## src/rtl/dice_roller_multi.sv

```systemverilog
// Multi-die roller: an LFSR-driven spin of NUM_DICE dice with FACES faces each.
// Reports the final values, their sum and an all-equal flag with a done pulse.
module dice_roller_multi #(
   parameter int unsigned  NUM_DICE    = 2,
   parameter int unsigned  FACES       = 6,
   parameter int unsigned  SPIN_CYCLES = 8,
   parameter logic [15:0]  LFSR_SEED   = 16'hACE1,
   localparam int unsigned VAL_W       = $clog2(FACES + 1),
   localparam int unsigned SUM_W       = $clog2(NUM_DICE * FACES + 1)
) (
   input  logic                      clk,
   input  logic                      reset,
   input  logic                      roll,
   input  logic [NUM_DICE-1:0]       hold,
   input  logic                      seq_mode,
   output logic [NUM_DICE*VAL_W-1:0] dice_values,
   output logic [SUM_W-1:0]          sum,
   output logic                      all_equal,
   output logic                      busy,
   output logic                      done
);

   localparam logic [0:0] ST_IDLE = 1'b0;
   localparam logic [0:0] ST_SPIN = 1'b1;

   localparam int unsigned       TW      = VAL_W + 3;
   localparam logic [TW-1:0]     FACES_T = TW'(FACES);
   localparam logic [7:0]        SPIN_N  = 8'(SPIN_CYCLES);

   if (NUM_DICE < 1 || NUM_DICE > 8) begin : g_bad_num_dice
      $error("dice_roller_multi: NUM_DICE must be 1..8");
   end
   if (FACES < 2 || FACES > 15) begin : g_bad_faces
      $error("dice_roller_multi: FACES must be 2..15");
   end
   if (SPIN_CYCLES < 1 || SPIN_CYCLES > 255) begin : g_bad_spin
      $error("dice_roller_multi: SPIN_CYCLES must be 1..255");
   end
   if (LFSR_SEED == 16'h0000) begin : g_bad_seed
      $error("dice_roller_multi: LFSR_SEED must be non-zero");
   end

   logic [0:0]          state;
   logic [15:0]         lfsr;
   logic [7:0]          cnt;
   logic [NUM_DICE-1:0] hold_q;
   logic                seq_q;
   logic [VAL_W-1:0]    die      [NUM_DICE];
   logic [VAL_W-1:0]    die_next [NUM_DICE];
   logic [SUM_W-1:0]    sum_next;
   logic                eq_next;
   logic                lfsr_fb;

   assign lfsr_fb = lfsr[15] ^ lfsr[13] ^ lfsr[12] ^ lfsr[10];

   // Modulo on a widened value keeps the result in 1..FACES even when step > FACES.
   function automatic logic [VAL_W-1:0] advance(input logic [VAL_W-1:0] v,
                                                 input logic [2:0]       step);
      logic [TW-1:0] t;
      logic [TW-1:0] r;
      t = {3'b000, v} + {{VAL_W{1'b0}}, step} - TW'(1);
      r = (t % FACES_T) + TW'(1);
      return r[VAL_W-1:0];
   endfunction

   always_comb begin
      logic [2:0] step;
      for (int unsigned i = 0; i < NUM_DICE; i++) begin
         step = 3'd1;
         if (!seq_q) begin
            step = 3'd1 + {1'b0, lfsr[2*i +: 2]};
         end
         if (hold_q[i]) begin
            die_next[i] = die[i];
         end else begin
            die_next[i] = advance(die[i], step);
         end
      end
   end

   always_comb begin
      sum_next = '0;
      eq_next  = 1'b1;
      for (int unsigned i = 0; i < NUM_DICE; i++) begin
         sum_next = sum_next + SUM_W'(die_next[i]);
         if (die_next[i] != die_next[0]) begin
            eq_next = 1'b0;
         end
      end
   end

   always_comb begin
      dice_values = '0;
      for (int unsigned i = 0; i < NUM_DICE; i++) begin
         dice_values[i*VAL_W +: VAL_W] = die[i];
      end
   end

   always_ff @(posedge clk or posedge reset) begin
      if (reset) begin
         state     <= ST_IDLE;
         lfsr      <= LFSR_SEED;
         cnt       <= '0;
         hold_q    <= '0;
         seq_q     <= 1'b0;
         busy      <= 1'b0;
         done      <= 1'b0;
         sum       <= SUM_W'(NUM_DICE);
         all_equal <= 1'b1;
         for (int unsigned i = 0; i < NUM_DICE; i++) begin
            die[i] <= VAL_W'(1);
         end
      end else begin
         lfsr <= {lfsr[14:0], lfsr_fb};
         done <= 1'b0;
         case (state)
            ST_IDLE: begin
               if (roll) begin
                  state  <= ST_SPIN;
                  cnt    <= SPIN_N;
                  hold_q <= hold;
                  seq_q  <= seq_mode;
                  busy   <= 1'b1;
               end
            end
            ST_SPIN: begin
               for (int unsigned i = 0; i < NUM_DICE; i++) begin
                  die[i] <= die_next[i];
               end
               cnt <= cnt - 8'd1;
               // The final advance and the result load share one edge.
               if (cnt == 8'd1) begin
                  state     <= ST_IDLE;
                  busy      <= 1'b0;
                  done      <= 1'b1;
                  sum       <= sum_next;
                  all_equal <= eq_next;
               end
            end
            default: state <= ST_IDLE;
         endcase
      end
   end

endmodule

```

## config.mk

```make
export PLATFORM = sky130hd
export DESIGN_NAME = dice_roller_multi
export DESIGN_NICKNAME = d
export VERILOG_FILES = /design/src/rtl/dice_roller_multi.sv
export SDC_FILE = /design/constraint.sdc
export NUM_CORES = 1
export LEC_CHECK = 0
export CORE_MARGIN = 2
export CORE_UTILIZATION = 51
export DETAILED_ROUTE_END_ITERATION = 12
export PLACE_DENSITY_LB_ADDON = 0.2
export SETUP_SLACK_MARGIN = 0.15
export SLEW_MARGIN = 10
export SYNTH_ARGS = -nofsm -noshare
export SYNTH_HDL_FRONTEND = slang
export SYNTH_SLANG_ARGS = --single-unit
```

## constraint.sdc

```tcl
create_clock -name clk -period 3.3 [get_ports clk]
set_input_delay 0.66 -clock clk [delete_from_list [all_inputs] [get_ports clk]]
set_output_delay 0.66 -clock clk [all_outputs]
set_load 0.01 [all_outputs]
```

==> impl_results.md, run 1 <==
* Clk_lat worst skew at a little under 300 ps
* Post-Synth Adder-Cell Area at 0.131
* Worst reg-to-reg path cell count at 16
* CTS Buffer Depth at 2
* DR vias/cell at between 5 and 6
* Post-place instance area at about 2400 um2
* Top FF cell, synth: dfrtp_1
* Pin count of the biggest net entering global routing at 42
* CTS HTree Levels at 2
* Post-Route WL at 4040 um
* Die Area at 4620 um2
* Warnings from Yosys at 0
* Post-Route Setup TNS at -595 ps
* Actual slew at the worst max-slew pin at between 600 and 700 ps
* Antenna cells at 0
* Global-route wire length before repair at roughly 6400 um
* Post-Synth XOR/XNOR Area at 0.0420
* CP Capture Type: flip-flop
* Fraction of layout cells with a size suffix above 1 at 0.312
* FFs w/ async S/R, synth at 1.00
* R2r startpoint: lfsr[0]$_DFF_PP1_
* Post-synth net total at between 200 and 250
* Initial Utilization at 0.525
* Sequential fraction of the synthesis area at 0.499
* Vias in the first global route at between 1000 and 1500
* Post-Layout Cell Count at 271
* Hold EP: lfsr[10]$_DFF_PP1_
* Final non-filler cell area at 2670 um2
* Clock slew at reported path FFs at 80 ps
* RSZ-0062 raised after global routing: true
* Initial antenna violation count at 0
* DRC at 0
* Final GP Congestion at between 0.7 and 0.8
* R2R setup slack at -200 ps
* Synth-to-Final Area Change at 27.8%
* CORE AREA at ~4000 um2
* Hold crit path type: flip-flop to flip-flop
* Seq cells post-synth at ~40
* Distinct cell type count after synthesis at 32
* Post-synth EDFFs at 0
* Hold Violations, Final at 0
* Io pins at 19
* Startpoint types: flip-flop
* WS Path Type: flip-flop to flip-flop
* Status: finished with violations
* Detail Route Antenna Nets at 0
* CTS tree: yes
* Final setup margin at -196 ps
* Worst EP required at about 3500 ps
* Mapped Area at between 2000 and 2500 um2
* Congestion Overflow GR at 0
* Most frequent cells in the layout: dfrtp_1, inv_1, clkdlybuf4s50_1, o21ai_0
* Final net count at ~250
* Slew headroom at 0.571
* Slew Limit Fails at 0
* Placed cells at between 200 and 300
* Clock Sinks at 41
* Routed met2 length at about 2100 um
* Post-DR wirelength/cell at 14.9 um
* Die Wd at a little under 70 um
* GRT Overall Usage at 0.192
* Hold path cells at 0
* DR pass1 iterations at 4
* F_max at around 290 MHz
* Gate count after technology mapping at between 150 and 200
* Compound-cell area share of the yosys netlist at 0.0738
* Post-synthesis mux area share at 0.0672
* Simple-gate share of the synthesized area at 0.142
* HP Start: lfsr[9]$_DFF_PP0_
* Final Cycle Share at 1.06
* Critical R2R Capture: sum[2]$_DFFE_PP0P_
* Met3 WL at between 100 and 150 um
* DP HPWL at 2730 um
* Max_cap viols at 0
* Row count at 23
* CP arrival at about 3700 ps
* Largest family of logic cells by synthesized area: simple AND/OR/NAND/NOR gates
* Worst-case clock skew at between 6 and 7 ps
* Metal-1 WL at about 1800 um
* Final setup vio count at 4
* Commonest non-fill, non-tap cell in the layout: dfrtp_1
* Drt first-iter violations at 78
* Fill count at ~300
* Via count at between 1000 and 1500
* Die height at 68.0 um
* CTS Buf Count at 5
* Top layer in use: met4
* Failing checks: setup timing
* Cts hold-fix bufs at 0
* Critical Path Fanout Max at 3
* Syn Area/Cell at approximately 11 um2
* Clk root buf: clkbuf_8
* Fin crit period at approximately 3500 ps
* IO buf count at 18
-- worst max-delay path by stage --
stage | startpoint | endpoint | slack, ps | cells past startpoint
after floorplan | lfsr[0]$_DFF_PP1_ | sum[2]$_DFFE_PP0P_ | -10 | 16
after global placement | lfsr[2]$_DFF_PP0_ | sum[3]$_DFFE_PP0P_ | -160 | 18
after detailed placement | lfsr[2]$_DFF_PP0_ | sum[3]$_DFFE_PP0P_ | -240 | 18
after CTS | lfsr[2]$_DFF_PP0_ | sum[3]$_DFFE_PP0P_ | -130 | 18
after global routing | lfsr[0]$_DFF_PP1_ | sum[2]$_DFFE_PP0P_ | -290 | 16
final | lfsr[0]$_DFF_PP1_ | sum[2]$_DFFE_PP0P_ | -200 | 16
-- synth_stat cells, drive strengths merged, types with 3 or more instances --
master	instances	area, um2
a21boi	3	22.5
a21oi	3	15.0
dfrtp	29	726
dfstp	12	315
fa	3	60.1
ha	17	213
inv	23	86.3
mux2	8	90.1
mux2i	5	50.1
nand2	12	45.0
nand2b	6	37.5
nand3	4	20.0
nor2	8	30.0
nor2b	6	37.5
o21ai	19	95.1
xnor2	8	70.1
-- what timing repair did --
action / 4_1_cts / 5_1_grt
buffers inserted: 2 / 0
pin swaps: 15 / 18
gates resized for setup: 8 / 13
gates cloned: 0 / 0
setup endpoints to repair: 4 / 4
-- worst max-delay path, stage by stage, from the launching register on --
cell and delay [ps]:
dfstp_2 560, ha_4 210, nand2b_4 70, ha_4 190, inv_2 60, ha_4 110, inv_2 30, fa_2 430
xnor2_4 210, xnor2_1 140, o21ai_1 90, ha_1 290, mux2_4 190, inv_4 40, fa_2 400, xnor2_2 130
mux2_4 250
-- stage by stage --
step / hold slack, ps / util / worst slack (ps)
4_1_cts: 358 / 0.650 / -131
5_1_grt: 363 / 0.671 / -287
3_5_place_dp: 339 / 0.615 / -235
6_report: 357 / 0.671 / -196
2_1_floorplan: 331 / - / -9.79
3_3_place_gp: 335 / 0.615 / -164
-- metal layers --
| layer | up-vias | global-route usage |
|---|---|---|
| met5 | - | 0 |
| met4 | 0 | 0.0875 |
| met3 | 5 | 0.0510 |
| met2 | 19 | 0.313 |
| met1 | 687 | 0.239 |
| li1 | 682 | - |
-- kinds of logic (layout without fill, tap and decap cells) --
kind of cell,after synthesis,after routing
AND/OR/NAND/NOR,50,50
buffers and inverters,25,59
adder cells (fa/ha/maj),20,20
multiplexers,13,13
AO/OA/AOI/OAI,28,28
XOR/XNOR,10,10
flip-flops,41,41
-- area by class of cell --
type                    count  area, um2  area share
multi-input cells         121       1130       0.425
well taps                  50       62.6      0.0235
clock buffers               5       68.8      0.0258
clock inverters             3       17.5     0.00657
flip-flops and latches     41       1040       0.390
inverters                  23       88.8      0.0333
repair buffers             28        255      0.0957
-- registers in the layout, indices dropped and copies added (netlist names), named ones only --
name         count
done             1
state            1
seq_q            1
dice_values      5
sum              4
busy             1
hold_q           2
lfsr            16
cnt              8
all_equal        1
Power of run 1 is not shown: default switching activity piles up to over one toggle a cycle in this logic, so the estimate is an artifact.
==> run 2: changes to the inputs <==
--- a/config.mk
+++ b/config.mk
@@ -10,6 +10,7 @@
 export DETAILED_ROUTE_END_ITERATION = 12
 export PLACE_DENSITY_LB_ADDON = 0.2
 export SETUP_SLACK_MARGIN = 0.15
+export SKIP_CTS_REPAIR_TIMING = 1
 export SLEW_MARGIN = 10
 export SYNTH_ARGS = -nofsm -noshare
 export SYNTH_HDL_FRONTEND = slang
==> run 2 against run 1 <==
Against the previous run:
- critical path type unchanged
- critical endpoint unchanged
- final cell count did not move
- register-to-register slack improved by 80 ps
- the flow still finishes with violations (setup timing)
- hold slack barely moved
==> impl_results.md, run 2 (same netlist as run 1, synthesis figures left out) <==
* Status: finished with violations (unchanged)
* Failing checks: setup timing (unchanged)
* Final setup vio count at 4 (unchanged)
* Fin crit period at 3420 ps (was 3500 ps)
* Antenna cells at 0 (unchanged)
* GRT Overall Usage at 0.190 (was 0.192)
* Initial antenna violation count at 0 (unchanged)
* Worst EP required at 3480 ps (was 3490 ps)
* CP arrival at 3600 ps (was 3680 ps)
* Hold crit path type: flip-flop to flip-flop (unchanged)
* Final net count at 246 (unchanged)
* Most frequent cells in the layout: dfrtp_1, inv_1, clkdlybuf4s50_1, o21ai_0 (unchanged)
* Slew Limit Fails at 0 (unchanged)
* Detail Route Antenna Nets at 0 (unchanged)
* R2R setup slack at -120 ps (was -200 ps)
* WS Path Type: flip-flop to flip-flop (unchanged)
* Final GP Congestion at 0.766 (unchanged)
* Worst reg-to-reg path cell count at 15 (was 16)
* Die Area at 4620 um2 (unchanged)
* Final non-filler cell area at 2660 um2 (was 2670 um2)
* Global-route wire length before repair at 6330 um (was 6380 um)
* Via count at 1400 (was 1393)
* Critical R2R Capture: sum[2]$_DFFE_PP0P_ (unchanged)
* Hold Violations, Final at 0 (unchanged)
* Biggest register: lfsr (unchanged)
* Die height at 68.0 um (unchanged)
* Clock Sinks at 41 (unchanged)
* Worst-case clock skew at 5.86 ps (was 6.52 ps)
* DRC at 0 (unchanged)
* RSZ-0062 raised after global routing: true (unchanged)
* Commonest non-fill, non-tap cell in the layout: dfrtp_1 (unchanged)
* Fraction of layout cells with a size suffix above 1 at 0.317 (was 0.312)
* CTS HTree Levels at 2 (unchanged)
* Pin count of the biggest net entering global routing at 42 (unchanged)
* DR pass1 iterations at 4 (unchanged)
* Final setup margin at -115 ps (was -196 ps)
* Synth-to-Final Area Change at 27.5% (was 27.8%)
* CTS Buf Count at 5 (unchanged)
* Post-DR wirelength/cell at 14.4 um (was 14.9 um)
* Die Wd at 68.0 um (unchanged)
* Post-Route WL at 3910 um (was 4040 um)
* Final Cycle Share at 1.03 (was 1.06)
* CTS Buffer Depth at 2 (unchanged)
* Max_cap viols at 0 (unchanged)
* Initial Utilization at 0.525 (unchanged)
* Startpoint types: flip-flop (unchanged)
* Slew headroom at 0.580 (was 0.571)
* CP startpoint: lfsr[2]$_DFF_PP0_ (was lfsr[0]$_DFF_PP1_)
* Crit path to: sum[2]$_DFFE_PP0P_ (unchanged)
* DP HPWL at 2730 um (unchanged)
* Actual slew at the worst max-slew pin at 629 ps (was 644 ps)
* DR vias/cell at 5.17 (was 5.14)
* CTS tree: yes (unchanged)
* Clock slew at reported path FFs at 80 ps (about the same)
* CP Capture Type: flip-flop (unchanged)
* Drt first-iter violations at 76 (was 78)
* Clk_lat worst skew at 290 ps (about the same)
* HP Start: lfsr[9]$_DFF_PP0_ (unchanged)
* Max reg flops at 16 (unchanged)
* CORE AREA at 3970 um2 (unchanged)
* IO buf count at 18 (unchanged)
* Congestion Overflow GR at 0 (unchanged)
* R2r startpoint: lfsr[2]$_DFF_PP0_ (was lfsr[0]$_DFF_PP1_)
* Worst hold margin at 356 ps (was 357 ps)
* F_max at 293 MHz (was 286 MHz)
* Vias in the first global route at 1390 (was 1392)
* Critical Path Fanout Max at 3 (unchanged)
* Clk root buf: clkbuf_8 (unchanged)
* Io pins at 19 (unchanged)
* Row count at 23 (unchanged)
* Post-place instance area at 2440 um2 (unchanged)
## run 2: how the worst min path moves through the flow
stage	endpoint	slack [ps]	cells past startpoint
after detailed placement	lfsr[5]$_DFF_PP1_	340	0
after global placement	lfsr[5]$_DFF_PP1_	330	0
after floorplan	lfsr[9]$_DFF_PP0_	330	0
after global routing	lfsr[7]$_DFF_PP1_	360	0
final	lfsr[10]$_DFF_PP1_	360	0
after CTS	lfsr[10]$_DFF_PP1_	360	0
## run 2: layout make-up
| class | instances | area (um2) |
|---|---|---|
| Timing Repair Buffer | 28 | 255 |
| Tap cell | 50 | 62.6 |
| Sequential cell | 41 | 1040 |
| Fill cell | 306 | 1310 |
| Clock inverter | 3 | 17.5 |
| Multi-Input combinational cell | 121 | 1130 |
| Clock buffer | 5 | 68.8 |
| Inverter | 23 | 86.3 |
## run 2: worst max-delay path: stages (launching register included)
cell,delay (ps)
dfrtp_1,390
ha_1,280
nand2b_1,60
ha_1,280
inv_1,70
ha_2,180
inv_2,40
fa_2,340
xor2_2,170
xnor2_1,130
a21o_1,200
ha_4,280
mux2i_4,80
fa_2,420
xnor2_2,140
mux2_4,250
## run 2: routing by layer
metal  part of all wire  track usage  vias to the layer above
li1                   -            -                      682
met1               0.44        0.236                      697
met2               0.52        0.309                       16
met3              0.030       0.0510                        5
met4              0.014       0.0875                        0
met5                  0            0                        -
## run 2: through the flow
step                worst slack, ps  instances  TNS, ps   util
detailed placement             -235        261     -664  0.615
global route                   -275        271     -891  0.670
finish                         -115        271     -312  0.670
floorplan                     -9.79        187    -9.79      -
CTS                            -328        269     -888  0.637
global placement               -164        261     -423  0.615
Power of run 2 is left out for the same reason.
